`src/rtl/checkpoint_table_pkg.sv`:
```
// Shared types and constants for the branch checkpoint table.
// The guarded define lets this file compile even when riscv_core.svh is not on the include path.
`ifndef AL_SIZE
`define AL_SIZE 32
`endif

package checkpoint_table_pkg;

  localparam int CKPT_DEPTH = 8;
  localparam int AL_W       = $clog2(`AL_SIZE);

  typedef logic [$clog2(CKPT_DEPTH)-1:0] ckpt_id_t;
  typedef logic [AL_W-1:0]               al_idx_t;

endpackage

```
`src/rtl/checkpoint_table_if.sv`:
```
// Dispatch, resolve and rollback signals between the core and the checkpoint table.
interface checkpoint_table_if
  import checkpoint_table_pkg::*;
#(
  parameter int DEPTH = CKPT_DEPTH
);

  localparam int ID_W  = $clog2(DEPTH);
  localparam int CNT_W = $clog2(DEPTH) + 1;

  logic              alloc_req;
  logic [AL_W-1:0]   alloc_al_idx;
  logic              alloc_gnt;
  logic [ID_W-1:0]   alloc_id;
  logic              full;
  logic              res_valid;
  logic [ID_W-1:0]   res_id;
  logic              res_mispredict;
  logic              flush_all;
  logic              rollback_valid;
  logic [AL_W-1:0]   rollback_front;
  logic [DEPTH-1:0]  flush_mask;
  logic [CNT_W-1:0]  free_count;

  modport master (
    output alloc_req, alloc_al_idx, res_valid, res_id, res_mispredict, flush_all,
    input  alloc_gnt, alloc_id, full, rollback_valid, rollback_front, flush_mask, free_count
  );

  modport slave (
    input  alloc_req, alloc_al_idx, res_valid, res_id, res_mispredict, flush_all,
    output alloc_gnt, alloc_id, full, rollback_valid, rollback_front, flush_mask, free_count
  );

endinterface

```
`src/rtl/checkpoint_table_lowest_free_encoder.sv`:
```
// Priority encoder returning the lowest set bit of the free vector.
module lowest_free_encoder #(
  parameter int DEPTH = 8,
  localparam int ID_W = $clog2(DEPTH)
) (
  input  logic [DEPTH-1:0] free,
  output logic [ID_W-1:0]  index,
  output logic             any
);

  always_comb begin
    index = '0;
    any   = 1'b0;
    // Scan downward so the lowest free entry is the last one written.
    for (int i = DEPTH - 1; i >= 0; i--) begin
      if (free[i]) begin
        index = ID_W'(i);
        any   = 1'b1;
      end
    end
  end

endmodule

```
`src/rtl/checkpoint_table.sv`:
```
// Branch checkpoint table: allocates checkpoints, frees them on correct resolve,
// and computes the squash set and new active-list front on a mispredict.
module checkpoint_table
  import checkpoint_table_pkg::*;
#(
  parameter int DEPTH = CKPT_DEPTH
) (
  input logic               clk,
  input logic               reset,
  checkpoint_table_if.slave bus
);

  localparam int ID_W  = $clog2(DEPTH);
  localparam int CNT_W = $clog2(DEPTH) + 1;

  logic [DEPTH-1:0] valid_q, valid_d;
  logic [DEPTH-1:0] older_q [DEPTH];
  logic [DEPTH-1:0] older_d [DEPTH];
  logic [AL_W-1:0]  al_idx_q [DEPTH];

  logic             rb_valid_q, rb_valid_d;
  logic [AL_W-1:0]  rb_front_q, rb_front_d;
  logic [DEPTH-1:0] mask_q, mask_d;
  logic [CNT_W-1:0] free_q, free_d;

  logic [ID_W-1:0]  low_id;
  logic             any_free;
  logic             res_hit;
  logic             mis_act;
  logic             res_ok;
  logic [DEPTH-1:0] squash;

  lowest_free_encoder #(.DEPTH(DEPTH)) u_enc (
    .free  (~valid_q),
    .index (low_id),
    .any   (any_free)
  );

  assign res_hit = bus.res_valid && valid_q[bus.res_id];
  assign mis_act = res_hit && bus.res_mispredict;
  assign res_ok  = res_hit && !bus.res_mispredict;

  assign bus.full      = !any_free;
  assign bus.alloc_id  = low_id;
  assign bus.alloc_gnt = bus.alloc_req && any_free && !mis_act && !bus.flush_all && !reset;

  // Younger entries record the mispredicting entry as older than themselves.
  always_comb begin
    squash = '0;
    for (int j = 0; j < DEPTH; j++) begin
      squash[j] = valid_q[j] && older_q[j][bus.res_id];
    end
    squash[bus.res_id] = 1'b1;
  end

  always_comb begin
    valid_d    = valid_q;
    older_d    = older_q;
    rb_valid_d = 1'b0;
    rb_front_d = rb_front_q;
    mask_d     = '0;

    if (bus.flush_all) begin
      valid_d = '0;
      for (int i = 0; i < DEPTH; i++) older_d[i] = '0;
    end else if (mis_act) begin
      valid_d = valid_q & ~squash;
      for (int i = 0; i < DEPTH; i++) begin
        older_d[i] = squash[i] ? '0 : (older_q[i] & ~squash);
      end
      rb_valid_d = 1'b1;
      rb_front_d = al_idx_q[bus.res_id] + 1'b1;
      mask_d     = squash;
    end else begin
      if (bus.alloc_gnt) begin
        valid_d[low_id] = 1'b1;
        for (int i = 0; i < DEPTH; i++) older_d[i][low_id] = 1'b0;
        older_d[low_id]         = valid_q;
        older_d[low_id][low_id] = 1'b0;
      end
      // Applied after the alloc so a same-cycle allocation forgets the freed entry.
      if (res_ok) begin
        valid_d[bus.res_id] = 1'b0;
        for (int i = 0; i < DEPTH; i++) older_d[i][bus.res_id] = 1'b0;
      end
    end
  end

  always_comb begin
    free_d = CNT_W'(DEPTH);
    for (int i = 0; i < DEPTH; i++) begin
      if (valid_d[i]) free_d = free_d - 1'b1;
    end
  end

  always_ff @(posedge clk) begin
    if (reset) begin
      valid_q    <= '0;
      rb_valid_q <= 1'b0;
      rb_front_q <= '0;
      mask_q     <= '0;
      free_q     <= CNT_W'(DEPTH);
      for (int i = 0; i < DEPTH; i++) begin
        older_q[i]  <= '0;
        al_idx_q[i] <= '0;
      end
    end else begin
      valid_q    <= valid_d;
      rb_valid_q <= rb_valid_d;
      rb_front_q <= rb_front_d;
      mask_q     <= mask_d;
      free_q     <= free_d;
      for (int i = 0; i < DEPTH; i++) older_q[i] <= older_d[i];
      if (bus.alloc_gnt) al_idx_q[low_id] <= bus.alloc_al_idx;
    end
  end

`ifndef SYNTHESIS
  always_ff @(posedge clk) begin
    if (!reset) begin
      assert (!(bus.alloc_req && !any_free))
        else $warning("checkpoint_table: alloc_req while full");
      assert (!(bus.res_valid && !valid_q[bus.res_id]))
        else $warning("checkpoint_table: resolve of invalid id %0d", bus.res_id);
    end
  end
`endif

  assign bus.rollback_valid = rb_valid_q;
  assign bus.rollback_front = rb_front_q;
  assign bus.flush_mask     = mask_q;
  assign bus.free_count     = free_q;

endmodule

```
`src/flat_wrapper.sv`:
```
// flat-port wrapper written by rule: the top's interface ports become plain ports
module checkpoint_table_flat import checkpoint_table_pkg::*;
#(
  parameter int DEPTH = CKPT_DEPTH
)
  (clk, reset, bus_alloc_req, bus_alloc_al_idx, bus_res_valid, bus_res_id, bus_res_mispredict, bus_flush_all, bus_alloc_gnt, bus_alloc_id, bus_full, bus_rollback_valid, bus_rollback_front, bus_flush_mask, bus_free_count);
  checkpoint_table_if #(.DEPTH(DEPTH)) bus_i ();
  input logic clk;
  input logic reset;
  input wire logic [$bits(bus_i.alloc_req)-1:0] bus_alloc_req;
  input wire logic [$bits(bus_i.alloc_al_idx)-1:0] bus_alloc_al_idx;
  input wire logic [$bits(bus_i.res_valid)-1:0] bus_res_valid;
  input wire logic [$bits(bus_i.res_id)-1:0] bus_res_id;
  input wire logic [$bits(bus_i.res_mispredict)-1:0] bus_res_mispredict;
  input wire logic [$bits(bus_i.flush_all)-1:0] bus_flush_all;
  output wire logic [$bits(bus_i.alloc_gnt)-1:0] bus_alloc_gnt;
  output wire logic [$bits(bus_i.alloc_id)-1:0] bus_alloc_id;
  output wire logic [$bits(bus_i.full)-1:0] bus_full;
  output wire logic [$bits(bus_i.rollback_valid)-1:0] bus_rollback_valid;
  output wire logic [$bits(bus_i.rollback_front)-1:0] bus_rollback_front;
  output wire logic [$bits(bus_i.flush_mask)-1:0] bus_flush_mask;
  output wire logic [$bits(bus_i.free_count)-1:0] bus_free_count;
  assign bus_i.alloc_req = bus_alloc_req;
  assign bus_i.alloc_al_idx = bus_alloc_al_idx;
  assign bus_i.res_valid = bus_res_valid;
  assign bus_i.res_id = bus_res_id;
  assign bus_i.res_mispredict = bus_res_mispredict;
  assign bus_i.flush_all = bus_flush_all;
  assign bus_alloc_gnt = bus_i.alloc_gnt;
  assign bus_alloc_id = bus_i.alloc_id;
  assign bus_full = bus_i.full;
  assign bus_rollback_valid = bus_i.rollback_valid;
  assign bus_rollback_front = bus_i.rollback_front;
  assign bus_flush_mask = bus_i.flush_mask;
  assign bus_free_count = bus_i.free_count;
  checkpoint_table #(.DEPTH(DEPTH)) u_core (.clk(clk), .reset(reset), .bus(bus_i));
endmodule
```
`config.mk`:
```
export PLATFORM = sky130hd
export DESIGN_NAME = checkpoint_table_flat
export DESIGN_NICKNAME = d
export VERILOG_FILES = /design/src/rtl/checkpoint_table_pkg.sv /design/src/rtl/checkpoint_table_if.sv /design/src/rtl/checkpoint_table_lowest_free_encoder.sv /design/src/rtl/checkpoint_table.sv /design/src/flat_wrapper.sv
export SDC_FILE = /design/constraint.sdc
export NUM_CORES = 1
export LEC_CHECK = 0
export CORE_MARGIN = 2
export CORE_UTILIZATION = 39
export CTS_BUF_LIST = sky130_fd_sc_hd__clkbuf_8
export DETAILED_ROUTE_END_ITERATION = 12
export SLEW_MARGIN = 10
export SYNTH_ARGS = -nofsm -noshare
export SYNTH_HDL_FRONTEND = slang
export SYNTH_SLANG_ARGS = --single-unit
```
`constraint.sdc`:
```
create_clock -name clk -period 7.5 [get_ports clk]
set_input_delay 1.5 -clock clk [delete_from_list [all_inputs] [get_ports clk]]
set_output_delay 1.5 -clock clk [all_outputs]
set_load 0.1 [all_outputs]
```
== Word level (Yosys, flattened, before mapping) ==
Memory sizes are Yosys's and may differ from the RTL's.
Cells that the tools add are included.
Operators by class
  $add $sub $neg: 8
  order comparisons: 6
  mux-type cells: 79
  bitwise operators: 37
  reduce and logical (&&, ||, !) cells: 27
Operators by type and width (number)
  64-bit two-way mux: 5
  8-bit bitwise AND: 26
  8-bit two-way mux: 16
  64-bit bitwise AND: 1
  64-bit bitwise mux: 1
  64-bit inverter: 1
  8-bit demux with 3-bit select: 2
  4-bit two-way mux: 8
  8-bit inverter: 4
  4-bit by 1-bit subtractor with 4-bit output, second input constant: 7
  1-bit binary-select mux with 3-bit select: 9
  3-bit two-way mux: 9
  1-bit two-way mux: 26
  1-bit logical AND: 18
  8-bit OR: 2
  3-bit by 4-bit less-than comparator with 1-bit output, second input constant: 2
  1-bit demux with 3-bit select: 2
  3-bit by 1-bit >= comparator with 1-bit output, second input constant: 2
  5-bit by 1-bit adder with 5-bit output, second input constant: 1
  1-bit logical NOT: 5
  5-bit two-way mux: 1
  5-bit OR reduction: 1
  4-bit >= comparator, second input constant: 1
  4-bit by 1-bit less-than comparator with 1-bit output, second input constant: 1
  other kinds (5): 6
Storage, ports and cells
  flip-flop bits (word level): 90
  bits in writable memories: 40
  output and inout port bits: 23
  memories kept: 1
Memory list
  u_core.al_idx_q: words 8, bits a word 5, read ports 1, clocked after Yosys merged registers in 0, write ports 8, RTL line checkpoint_table.sv:19  | logic [AL_W-1:0] al_idx_q [DEPTH];

== Longest topological paths before layout ==
  depth in word-level cells: 36
  depth in mapped cells: 23
  mapped depth without buffers: 21

== Cells and area by module ==
From an unflattened synthesis, not the netlist that was laid out.
Second synthesis, totals
  cell total of the unflattened synthesis: 885
  area total of the unflattened synthesis: 7470.9 um^2
By module, submodules not included
  checkpoint_table: instances 1, cells an instance 872, area an instance 7390.8 um^2, sequential area each 2842.7 um^2
  lowest_free_encoder: instances 1, cells an instance 13, area an instance 80.1 um^2, sequential area each 0.0 um^2

== Worst setup path after synthesis ==
OpenSTA, ideal clock, no wires.
  path type: register to register
  start point: register u_core.valid_q[0]
  end point: register u_core.free_q[3], in the netlist u_core.bus.free_count[3]
  data arrival time: 7.383 ns
  required time: 7.440 ns
  slack: 0.058 ns
  stages on the path, launching flop included: 24
  path buffers: 3
  clock period less this slack: 7.442 ns
  cell sequence: dfxtp_1 -> buf_2 -> and2_1 -> buf_2 -> nand3_1 -> nor3_1 -> nor2b_1 -> nand2_1 -> inv_1 -> nand2_1 -> o21ai_0 -> nand2_1 -> fa_1 -> clkbuf_1 -> xnor2_1 -> inv_1 -> ha_1 -> inv_1 -> o31ai_2 -> o221ai_1 -> xor3_1 -> a211oi_2 -> xnor3_1 -> nand2b_1
On the way
  longest elaborated chain between the ends: 30
  elaborated cells on any way between the ends: 45
RTL lines
  from (decl): RTL line checkpoint_table.sv:16  | logic [DEPTH-1:0] valid_q, valid_d;
  from (signal assigned): RTL line checkpoint_table.sv:108  | valid_q <= valid_d;
  1-bit binary-select mux with 3-bit select: RTL line checkpoint_table.sv:39  | assign res_hit = bus.res_valid && valid_q[bus.res_id];
  1-bit two-way mux (not written as such): RTL line checkpoint_table.sv:39
  1-bit logical AND: RTL line checkpoint_table.sv:39
  1-bit logical AND: RTL line checkpoint_table.sv:40  | assign mis_act = res_hit && bus.res_mispredict;
  1-bit logical NOT: RTL line checkpoint_table.sv:45  | assign bus.alloc_gnt = bus.alloc_req && any_free && !mis_act && !bus.flush_all && !reset;
  1-bit logical AND (*) (3 in series): RTL line checkpoint_table.sv:45
  via bus_alloc_gnt: RTL line flat_wrapper.sv:16  | output wire logic [$bits(bus_i.alloc_gnt)-1:0] bus_alloc_gnt;
  8-bit two-way mux (*): RTL line checkpoint_table.sv:75  | if (bus.alloc_gnt) begin
  [13 not listed]
  4-bit by 1-bit subtractor with 4-bit output: RTL line checkpoint_table.sv:92  | if (valid_d[i]) free_d = free_d - 1'b1;
  4-bit two-way mux: RTL line checkpoint_table.sv:92
  4-bit by 1-bit subtractor with 4-bit output: RTL line checkpoint_table.sv:92
  4-bit two-way mux: RTL line checkpoint_table.sv:92
  4-bit by 1-bit subtractor with 4-bit output: RTL line checkpoint_table.sv:92
  4-bit two-way mux: RTL line checkpoint_table.sv:92
  4-bit by 1-bit subtractor with 4-bit output: RTL line checkpoint_table.sv:92
  4-bit two-way mux (*): RTL line checkpoint_table.sv:92
  to (signal assigned): RTL line checkpoint_table.sv:102  | free_q <= CNT_W'(DEPTH);
  to (signal assigned): RTL line checkpoint_table.sv:112  | free_q <= free_d;
  to (decl): RTL line checkpoint_table.sv:24  | logic [CNT_W-1:0] free_q, free_d;
Mark *: on every way through the listed nets, which the timed path passes. The rest lies on a longest branch. The select of a mux whose other input is x is not followed.
A chain may end at the register's enable or synchronous reset.

== Worst setup path after layout ==
  start point: input port bus_res_id[2]
  end point: register u_core.free_q[3], in the netlist u_core.bus.free_count[3]
On the way
  longest elaborated chain between the ends: 30
  elaborated cells on any way between the ends: 64
RTL lines
  from (decl): RTL line flat_wrapper.sv:13  | input wire logic [$bits(bus_i.res_id)-1:0] bus_res_id;
  1-bit binary-select mux with 3-bit select: RTL line checkpoint_table.sv:39
  1-bit two-way mux (not written as such): RTL line checkpoint_table.sv:39
  1-bit logical AND: RTL line checkpoint_table.sv:39
  1-bit logical AND: RTL line checkpoint_table.sv:40
  1-bit logical NOT: RTL line checkpoint_table.sv:45
  1-bit logical AND (3 in series): RTL line checkpoint_table.sv:45
  8-bit two-way mux: RTL line checkpoint_table.sv:75
  8-bit two-way mux: RTL line checkpoint_table.sv:66  | end else if (mis_act) begin
  [12 not listed]
  4-bit by 1-bit subtractor with 4-bit output: RTL line checkpoint_table.sv:92
  4-bit two-way mux: RTL line checkpoint_table.sv:92
  4-bit by 1-bit subtractor with 4-bit output: RTL line checkpoint_table.sv:92
  4-bit two-way mux: RTL line checkpoint_table.sv:92
  4-bit by 1-bit subtractor with 4-bit output: RTL line checkpoint_table.sv:92
  4-bit two-way mux: RTL line checkpoint_table.sv:92
  4-bit by 1-bit subtractor with 4-bit output: RTL line checkpoint_table.sv:92
  4-bit two-way mux (*): RTL line checkpoint_table.sv:92
Mark *: on every way between the ends. The rest lies on a longest branch, timed or not. The select of a mux whose other input is x is not followed.

==> metrics.yaml <==
pwr:
  internal_power_mw: 1.07
  pwr-share-comb: 0.095
  leakagePower_nw: 2.88
  netSwitchingPower_uw: 384
  powerDensity_nw_per_um2: 186
  irDropWorstVdd_mv: 0.107
  sw_frac_of_total: 0.263
  clkPwrFrac: 0.428
  p_seq_frac: 0.477
worst_setup_path:
  r2r_end: "u_core.bus.free_count[3]"
  worst_ep_arrival_time_ps: 7080
  startpoint: "bus_res_id[2]"
  end_kind: "flip-flop"
  r2r_start: "u_core.valid_q[2]"
  crit_required_ps: 7890
  cp-endpoint: "u_core.bus.free_count[3]"
  crit_fanout: 9
  ff2ff_setup_slack_ps: 1690
  r2r_cells: 20
  start_kind: "primary input"
  worstSetupPathType: "in2reg"
timing:
  fin_setup_tns_ps: 0
  finalClockSkew_ps: 9.18
  setup_violations: 0
  max_slew_margin: 0.297
  rsz0062_at_grt: "false"
  hold_viol: 0
  tightest_slew_ps: 1050
  fmax_mhz: 150
  post-route-period-util: 0.891
  slew_violations: 0
  final.min_clock_period_ps: 6680
detailed_routing:
  totalWireLength_um: 23000
  drtIter0Drc: 833
  ant_nets: 0
  routedWlPerCell_um: 22.1
  drc: 0
  vias: 6356
  routed_via_density: 6.09
  dr.pass1.iters: 6
layout:
  stdcell_area_um2: 7840
  fin_nets: 829
  drive_above_1_share: 0.114
  area_growth_pct: 14.6
  diodes: 0
clocking:
  cts_resized: 0
  htree_num_levels: 4
  post_cts_buffers: 0
  cts_root_buf: "clkbuf_8"
  insertion_delay_ps: 450
  clockBufferDepth: 2
  cts_sinks: 122
  ctsHoldBuffers: 0
  cts_tree: "built"
  numCtsBuffers: 17
  cts.clk_slew.worst_paths_ps: 70
floorplan:
  initial_core_util: 0.397
  dieArea_um2: 18600
  die_h_um: 136
  core_region_area_um2: 17200
  pin_count: 37
  std_cell_rows: 48
  die_w_um: 136
hold_path:
  hp-class: "reg2reg"
  min_path_cells: 2
place:
  post-dp-hpwl_um: 16500
  placed_area_um2: 7420
  gp_congestion: 0.961
  numPortBuffers: 36
global_route:
  antenna_found_initial: 0
  grt_usage: 0.254
  grt_pass1_vias: 5771
  grt-ovfl-total: 0
  grt_pass1_wl_um: 34800
  grt_max_degree: 36
synthesis:
  synthesis.instances: 776
  syn_area_um2: 6840
  synth.yosys.seq_area_share: 0.416
  synth-seq-cells: 122
  synth_nets: 800
  synth_ff_type: "dfxtp_1"
  syn_area_per_cell_um2: 8.81
  yosysWarnings: 0
  synth-async-reset-ratio: 0
  yosys.cell_types.count: 81
  synth_edf_count: 40
status:
  outcome: "complete, no violations"
job:
  cap_violations: 0
==> layer usage <==
layer  track usage  wire length (µm)  vias to the layer above
met2         0.374              9940                      358
met4         0.122              1130                        0
met5             0                 0                        -
met3        0.0623              2160                       76
li1              -                 -                     2871
met1         0.349              9800                     3051
==> power groups by stage <==
stage               combinational (mW)  sequential, mW  clock [mW]
floorplan                       0.0840           0.711           0
global placement                 0.135           0.709           0
detailed placement               0.135           0.709           0
CTS                              0.136           0.694       0.629
global route                     0.147           0.695       0.657
finish                           0.138           0.694       0.624
==> worst max-delay path, stage by stage <==
cell and delay (ps):
clkdlybuf4s50_1 680, mux2_2 390, a221oi_1 290, o22ai_1 120, a21oi_1 510, inv_1 180
o21ai_0 230, a21oi_1 180, fa_1 640, xnor2_1 410, inv_1 110, ha_1 290
inv_1 50, o31ai_2 230, o221ai_1 180, xor3_1 420, a211oi_2 250, xnor3_1 330
nand2b_1 70
==> Yosys cell counts, drive strengths merged, types with 9 or more instances <==
library cell | count | area, µm²
or2 | 10 | 62.6
nand2 | 64 | 243
nand3 | 20 | 113
o21ai | 99 | 495
ha | 9 | 113
a31oi | 11 | 68.8
and2 | 54 | 342
edfxtp | 40 | 1200
a21oi | 56 | 292
mux2 | 14 | 161
nor2 | 79 | 299
buf | 16 | 91.3
nor2b | 14 | 87.6
mux2i | 14 | 140
inv | 21 | 78.8
dfxtp | 82 | 1640
nor3 | 9 | 45.0
clkbuf | 27 | 103
nand2b | 18 | 113
a221oi | 9 | 78.8
==> state kept, by name (all words and copies together), names as in the netlist <==
signal	cells
u_core.bus.rollback_front	5
u_core.bus.flush_mask	8
u_core.older_q	56
u_core.bus.free_count	4
u_core.valid_q	8
u_core.al_idx_q	40
u_core.bus.rollback_valid	1
==> cells by family after synthesis <==
| kind of cell | synth area share |
|---|---|
| xor gates and xnor gates | 0.0265 |
| and+or+nand+nor | 0.215 |
| muxes | 0.0638 |
| AOI/OAI and AO/OA | 0.220 |
| adders and majority gates | 0.0194 |
| buffers and inverters | 0.0399 |
| DFF | 0.416 |
==> cell type report <==
cell class | instances | area, µm²
fill | 1684 | 9400
multi-input combinational | 590 | 3730
sequential | 122 | 2840
timing repair buffer | 53 | 488
tap | 225 | 282
clock buffer | 18 | 248
clock inverter | 14 | 170
inverter | 21 | 78.8
==> how the worst min path moves through the flow <==
stage                       start                  to  slack [ps]
2_1_floorplan  u_core.older_q[44]  u_core.older_q[44]         420
3_3_place_gp   u_core.older_q[44]  u_core.older_q[44]         430
3_5_place_dp   u_core.older_q[52]  u_core.older_q[52]         450
4_1_cts        u_core.older_q[13]  u_core.older_q[13]         460
5_1_grt        u_core.older_q[51]  u_core.older_q[51]         480
6_report       u_core.older_q[13]  u_core.older_q[13]         460
==> per-stage QoR <==
stage / worst slack, ps / cells / utilization / power, mW / hold slack, ps
after floorplan: 57.8 / 776 / - / 0.795 / 417
after global placement: 612 / 1011 / 0.431 / 0.844 / 433
after detailed placement: 472 / 1011 / 0.431 / 0.844 / 445
after CTS: 920 / 1043 / 0.455 / 1.46 / 462
after global routing: 388 / 1043 / 0.455 / 1.50 / 482
final: 819 / 1043 / 0.455 / 1.46 / 464
==> layout by cell type, fill, tap and decap left out, drive strengths merged, types with 4 or more instances in the layout <==
cell / synthesis / final
o21ai: 99 / 99
dfxtp: 82 / 82
nor2: 79 / 79
nand2: 64 / 64
a21oi: 56 / 56
and2: 54 / 54
edfxtp: 40 / 40
clkdlybuf4s50: 0 / 33
inv: 21 / 25
nand3: 20 / 20
buf: 16 / 20
nand2b: 18 / 18
clkbuf: 27 / 18
nor2b: 14 / 14
mux2i: 14 / 14
mux2: 14 / 14
a31oi: 11 / 11
or2: 10 / 10
a221oi: 9 / 9
ha: 9 / 9
nor3: 9 / 9
a32o: 8 / 8
a211oi: 8 / 8
a22oi: 7 / 7
o22ai: 7 / 7
xnor2: 7 / 7
mux4: 6 / 6
o211ai: 5 / 5
xor2: 5 / 5
and3: 4 / 4
or3: 4 / 4
o31ai: 4 / 4
clkinv: 0 / 4
No activity file was read; power rests on OpenSTA's default activity.
